[src/rtl/chip8_pkg.sv]
// Shared definitions for the CHIP-8 program loader.
// Contents: program memory base address, maximum payload size, frame sync
// byte, loader state enum and a helper that says which states are mid-frame.
package chip8_pkg;

  localparam int unsigned ADDR_W         = 12;
  localparam int unsigned LEN_W          = 16;
  localparam logic [ADDR_W-1:0] PROG_BASE_ADDR = 12'h200;
  localparam int unsigned PROG_MAX_BYTES = 3584;
  localparam logic [7:0]  LOAD_SYNC_BYTE = 8'hC8;

  typedef enum logic [2:0] {
    LD_IDLE,
    LD_LEN_H,
    LD_LEN_L,
    LD_DATA,
    LD_CSUM,
    LD_DONE,
    LD_ERR
  } loader_state_t;

  // True while a frame is being parsed (busy, inter-byte timeout armed).
  function automatic logic ld_in_frame(loader_state_t s);
    return (s == LD_LEN_H) || (s == LD_LEN_L) || (s == LD_DATA) || (s == LD_CSUM);
  endfunction

endpackage

[src/rtl/chip8_loader_timer.sv]
// Inter-byte timeout counter for the program loader.
// Ports:
//   clk, rst_n  clock, asynchronous active-low reset
//   arm         count only while high; cleared while low
//   kick        a byte arrived this cycle; clears the count
//   expired     registered; high while TIMEOUT_CYCLES idle clocks have
//               accumulated since the last kick
module loader_timer #(
  parameter int unsigned TIMEOUT_CYCLES = 1_000_000
) (
  input  logic clk,
  input  logic rst_n,
  input  logic arm,
  input  logic kick,
  output logic expired
);

  localparam int unsigned CNT_W = $clog2(TIMEOUT_CYCLES + 1);
  localparam logic [CNT_W-1:0] LIMIT = CNT_W'(TIMEOUT_CYCLES);

  logic [CNT_W-1:0] cnt_q, cnt_d;
  logic             expired_q, expired_d;

  // Count idle cycles, saturating at the limit.
  always_comb begin
    cnt_d     = cnt_q;
    expired_d = 1'b0;
    if (!arm || kick) begin
      cnt_d = '0;
    end else if (cnt_q != LIMIT) begin
      cnt_d = cnt_q + CNT_W'(1);
    end
    expired_d = arm && (cnt_d == LIMIT);
  end

  always_ff @(posedge clk or negedge rst_n) begin
    if (!rst_n) begin
      cnt_q     <= '0;
      expired_q <= 1'b0;
    end else begin
      cnt_q     <= cnt_d;
      expired_q <= expired_d;
    end
  end

  assign expired = expired_q;

endmodule

[src/rtl/chip8_loader.sv]
// CHIP-8 program loader: parses a framed image from the UART byte stream
// (SYNC 0xC8, LEN_H, LEN_L, payload, optional CSUM) and writes the payload
// into program memory from PROG_BASE upwards, holding the interpreter off
// until a complete valid frame has been loaded.
// Optional feature: define CHIP8_LOAD_CSUM_EN to require a trailing 8-bit
// additive checksum byte.
// Ports:
//   clk, rst_n          clock, asynchronous active-low reset
//   rx_i, rx_i_v        received byte and its single-cycle valid strobe
//   we, waddr, d        program memory write port (registered)
//   busy                frame being parsed
//   run                 high after a successful load, low from SYNC onward
//   load_done, load_err one-cycle completion / error pulses
module chip8_loader
  import chip8_pkg::*;
#(
  parameter int unsigned        TIMEOUT_CYCLES = 1_000_000,
  parameter logic [ADDR_W-1:0]  PROG_BASE      = PROG_BASE_ADDR,
  parameter int unsigned        PROG_MAX       = PROG_MAX_BYTES
) (
  input  logic              clk,
  input  logic              rst_n,
  input  logic [7:0]        rx_i,
  input  logic              rx_i_v,
  output logic              we,
  output logic [ADDR_W-1:0] waddr,
  output logic [7:0]        d,
  output logic              busy,
  output logic              run,
  output logic              load_done,
  output logic              load_err
);

  localparam logic [LEN_W-1:0] PROG_MAX_L = LEN_W'(PROG_MAX);

  loader_state_t     state_q, state_d;
  logic [7:0]        len_hi_q, len_hi_d;
  logic [LEN_W-1:0]  len_q, len_d;
  logic [LEN_W-1:0]  idx_q, idx_d;
  logic [LEN_W-1:0]  len_c;
`ifdef CHIP8_LOAD_CSUM_EN
  logic [7:0]        csum_q, csum_d;
`endif

  logic              we_q, we_d;
  logic [ADDR_W-1:0] waddr_q, waddr_d;
  logic [7:0]        d_q, d_d;
  logic              busy_q, busy_d;
  logic              run_q, run_d;
  logic              load_done_q, load_done_d;
  logic              load_err_q, load_err_d;

  logic              arm_c;
  logic              expired;

  assign len_c = {len_hi_q, rx_i};
  assign arm_c = ld_in_frame(state_q);

  loader_timer #(
    .TIMEOUT_CYCLES(TIMEOUT_CYCLES)
  ) u_timer (
    .clk    (clk),
    .rst_n  (rst_n),
    .arm    (arm_c),
    .kick   (rx_i_v),
    .expired(expired)
  );

  // Frame parser; a byte arriving on the timeout-hit cycle takes priority.
  always_comb begin
    state_d  = state_q;
    len_hi_d = len_hi_q;
    len_d    = len_q;
    idx_d    = idx_q;
`ifdef CHIP8_LOAD_CSUM_EN
    csum_d   = csum_q;
`endif
    we_d     = 1'b0;
    waddr_d  = waddr_q;
    d_d      = d_q;
    run_d    = run_q;

    case (state_q)
      LD_IDLE: begin
        if (rx_i_v && (rx_i == LOAD_SYNC_BYTE)) begin
          state_d = LD_LEN_H;
          run_d   = 1'b0;
        end
      end
      LD_LEN_H: begin
        if (rx_i_v) begin
          len_hi_d = rx_i;
          state_d  = LD_LEN_L;
        end else if (expired) begin
          state_d = LD_ERR;
        end
      end
      LD_LEN_L: begin
        if (rx_i_v) begin
          if ((len_c == '0) || (len_c > PROG_MAX_L)) begin
            state_d = LD_ERR;
          end else begin
            len_d   = len_c;
            idx_d   = '0;
`ifdef CHIP8_LOAD_CSUM_EN
            csum_d  = '0;
`endif
            state_d = LD_DATA;
          end
        end else if (expired) begin
          state_d = LD_ERR;
        end
      end
      LD_DATA: begin
        if (rx_i_v) begin
          we_d    = 1'b1;
          waddr_d = PROG_BASE + ADDR_W'(idx_q);
          d_d     = rx_i;
          idx_d   = idx_q + LEN_W'(1);
`ifdef CHIP8_LOAD_CSUM_EN
          csum_d  = csum_q + rx_i;
          if (idx_q == (len_q - LEN_W'(1))) state_d = LD_CSUM;
`else
          if (idx_q == (len_q - LEN_W'(1))) state_d = LD_DONE;
`endif
        end else if (expired) begin
          state_d = LD_ERR;
        end
      end
      LD_CSUM: begin
`ifdef CHIP8_LOAD_CSUM_EN
        if (rx_i_v) begin
          state_d = (rx_i == csum_q) ? LD_DONE : LD_ERR;
        end else if (expired) begin
          state_d = LD_ERR;
        end
`else
        state_d = LD_ERR;
`endif
      end
      LD_DONE: state_d = LD_IDLE;
      LD_ERR:  state_d = LD_IDLE;
      default: state_d = LD_IDLE;
    endcase

    if (state_d == LD_DONE) run_d = 1'b1;
    busy_d      = ld_in_frame(state_d);
    load_done_d = (state_d == LD_DONE);
    load_err_d  = (state_d == LD_ERR);
  end

  always_ff @(posedge clk or negedge rst_n) begin
    if (!rst_n) begin
      state_q     <= LD_IDLE;
      len_hi_q    <= '0;
      len_q       <= '0;
      idx_q       <= '0;
`ifdef CHIP8_LOAD_CSUM_EN
      csum_q      <= '0;
`endif
      we_q        <= 1'b0;
      waddr_q     <= PROG_BASE;
      d_q         <= '0;
      busy_q      <= 1'b0;
      run_q       <= 1'b0;
      load_done_q <= 1'b0;
      load_err_q  <= 1'b0;
    end else begin
      state_q     <= state_d;
      len_hi_q    <= len_hi_d;
      len_q       <= len_d;
      idx_q       <= idx_d;
`ifdef CHIP8_LOAD_CSUM_EN
      csum_q      <= csum_d;
`endif
      we_q        <= we_d;
      waddr_q     <= waddr_d;
      d_q         <= d_d;
      busy_q      <= busy_d;
      run_q       <= run_d;
      load_done_q <= load_done_d;
      load_err_q  <= load_err_d;
    end
  end

  assign we        = we_q;
  assign waddr     = waddr_q;
  assign d         = d_q;
  assign busy      = busy_q;
  assign run       = run_q;
  assign load_done = load_done_q;
  assign load_err  = load_err_q;

endmodule

[config.mk]
export PLATFORM = sky130hd
export DESIGN_NAME = chip8_loader
export DESIGN_NICKNAME = d
export VERILOG_FILES = /design/src/rtl/chip8_pkg.sv /design/src/rtl/chip8_loader_timer.sv /design/src/rtl/chip8_loader.sv
export SDC_FILE = /design/constraint.sdc
export NUM_CORES = 1
export LEC_CHECK = 0
export ABC_AREA = 1
export ABC_CLOCK_PERIOD_IN_PS = 1900
export CAP_MARGIN = 20
export CORE_AREA = 2 2 118 120
export DETAILED_ROUTE_END_ITERATION = 12
export DIE_AREA = 0 0 120 122
export SLEW_MARGIN = 10
export SYNTH_ARGS = -nofsm -noshare
export SYNTH_HDL_FRONTEND = slang
export SYNTH_SLANG_ARGS = --single-unit
[constraint.sdc]
create_clock -name clk -period 1.9 [get_ports clk]
set_clock_uncertainty 0.15 [all_clocks]
set_input_delay 0.19 -clock clk [delete_from_list [all_inputs] [get_ports clk]]
set_output_delay 0.19 -clock clk [all_outputs]
set_load 0.005 [all_outputs]
==> metrics <==
Die W 120 µm; CTS Buffer Depth 2; Placement Cell Area 6700 µm²; area leader, netlist dfrtp_1; Worst Tran Pin Value 405 ps; crit path capture type flip-flop; Synth top area share 0.423; endpoints failing setup 17; Worst-Skew Late Latency 350 ps; Clock Sinks 89; worst setup margin -221 ps; Root Buffer Master clkbuf_16; Antenna Nets Post-Route 0; Port Buffers 35; Ys Warns 0; RSZ-0062 raised after global routing true; sequential-to-total area share from yosys stat 0.428; Initial Util 0.386; share of layout cells above drive strength 1 0.342; Layout Cells excl Fill 1049; Worst EP arrival 2220 ps; Total Die Area 14600 µm²; drt initial violations 262; Remaining Overflow, GRT 0; setup TNS -1300 ps; Area Overhead vs Synth 44.9%; HP Class primary input to async pin; Period Utilization, post-route 1.12; routed wire length between 10000 and 15000 µm; syn avg cell area 7.60 µm²; CTS buffer count 9; slew margin rel. 0.728; H-Tree Level Count 3; WHS about 170 ps; DRC viols 0; CP max FO 3; Placer Congestion 0.916; Fin. Hold Viols 0; Fmax achieved 471 MHz; antenna cells 0; Startpoint Class flip-flop; Fillers 1230; vias per cell 4.81; Setup Crit Path Kind flip-flop to flip-flop; DP HPWL between 10000 and 15000 µm; initial antenna violation count 0; final instance area around 7500 µm²; Critical Path RT 1990 ps; failing checks negative setup slack; cells after synthesis slightly below 700; asr flop ratio synth 1.00; status complete, but fails checks; Synthesized Nets 701; Tot GR Track Use 0.205; drt first pass iters 5; final count of pins violating max slew 0; Static Leakage 0.00370 µW; largest net degree at the start of global routing 41; Post-Synthesis Cell Area 5210 µm²; first-pass GRT wire length 23700 µm; Die Y between 100 and 150 µm; Synth Register Bits 89; Cell variety after synth 43; Post-synth EDFFs 0; most frequent cell after synthesis nand2_1; Synth area leaders dfrtp_1 42%, nand2_1 13%, inv_1 6.9%, o21ai_0 4.4%, nand3_1 4.3%; ys flop type dfrtp_1; via count 5046; worst vdd ir between 600 and 700 µV; Synth top cells by count 174 x nand2_1, 96 x inv_1, 88 x dfrtp_1; CTS clk-pin slew, worst paths around 60 ps; WL/cell 13.9 µm; fin crit period between 2000 and 2500 ps; io pins 36; CTS tree done; CORE AREA around 14000 µm²; row count 43; PD cells 1360 nW/µm²; vias in the first global route 5035; Placed Cells 1014; Net count, final between 800 and 900; Max Cap Viol 0
layer usage:
metal / share of wire / routed length (µm) / up-vias / global-route usage
met3: 0.033 / 478 / 22 / 0.0281
met2: 0.50 / 7340 / 87 / 0.361
li1: - / - / 2562 / -
met1: 0.45 / 6520 / 2375 / 0.254
met5: 0 / 0 / - / 0
met4: 0.019 / 279 / 0 / 0.0809
where the power goes:
group	internal (µW)	switching, µW
registers	2540	617
logic	2590	2640
clock network	1150	761
per-stage QoR:
step                 util  power, µW  setup WS (ps)
CTS                 0.530       9790           -217
global placement    0.496       7500           -311
detailed placement  0.496       7620           -353
finish              0.559      10300           -221
global route        0.559      11000           -398
floorplan               -       5460           18.0
cell families (layout without fill, tap and decap cells):
kind of cell / count (synthesis) / in the layout / share of synthesized area
compound gates: 83 / 83 / 0.0934
simple gates: 355 / 355 / 0.323
flops: 89 / 89 / 0.428
xor+xnor: 29 / 29 / 0.0488
fa+ha+maj: 5 / 5 / 0.0120
buf+inv: 124 / 308 / 0.0949
timing repair:
item	in CTS	in global routing
hold buffers	1	0
hold endpoints to repair	67	0
resized for setup	30	99
setup endpoints to repair	11	44
buffers inserted	6	11
pin swaps	9	27
cloned	0	2
state kept, by name, summed over array words and instances, names as in the netlist, 3 cells and up:
signal         cells
d                  8
idx_q             16
state_q            3
u_timer.cnt_q     20
waddr             12
len_q             16
len_hi_q           8
layout make-up:
cell class	instances	area, µm²	share of cell area
clock buffer	10	229	0.0303
clock inverter	5	81.3	0.0108
inverter	110	425	0.0563
multi-input combinational	472	2830	0.375
sequential	89	2240	0.296
tap	180	225	0.0298
timing repair buffer	183	1520	0.201
final timing paths:
path	start	endpoint	slack, ps	cells past startpoint
worst max-delay path	len_q[1]$_DFFE_PN0P_	busy$_DFF_PN0_	-220	16
worst min-delay path	rst_n	idx_q[13]$_DFFE_PN0P_	170	2
worst max register to register	len_q[1]$_DFFE_PN0P_	busy$_DFF_PN0_	-220	16
worst min register to register	waddr[10]$_DFFE_PN0P_	waddr[10]$_DFFE_PN0P_	330	2
max in group asynchronous	rst_n	idx_q[3]$_DFFE_PN0P_	910	3
min in group clk	rx_i[1]	len_q[1]$_DFFE_PN0P_	310	3
critical path: stages (launching register included):
cell     delay (ps)
dfrtp_1         420
inv_2            90
ha_4            160
nand2_4          60
buf_4           150
xnor2_2         170
nand2_1          70
inv_1            50
nand3_1          70
nor2_1          130
nand2_2         100
nand2_1          70
nand2_1          60
nand2_2          80
nand4_1          80
nand2_1          80
inv_1            40
placed cells by master (no fill, tap or decap), types with 5 or more instances in the layout:
master,n
a21oi_2,5
clkbuf_16,9
inv_1,86
a21oi_1,9
nor2_4,10
nor2_2,8
nand4_1,22
xnor2_1,11
inv_2,20
xor2_1,16
nand3_1,39
nor3_1,18
o21ai_2,9
nor2_1,43
dfrtp_1,81
o21ai_1,11
nand2_4,9
buf_4,138
nand3_2,9
nand2_2,23
o21ai_0,34
dfrtp_2,7
buf_6,7
o31ai_1,5
clkdlybuf4s50_1,34
nand2_1,150
nor3_2,8
(Power assumes the default switching activity.)
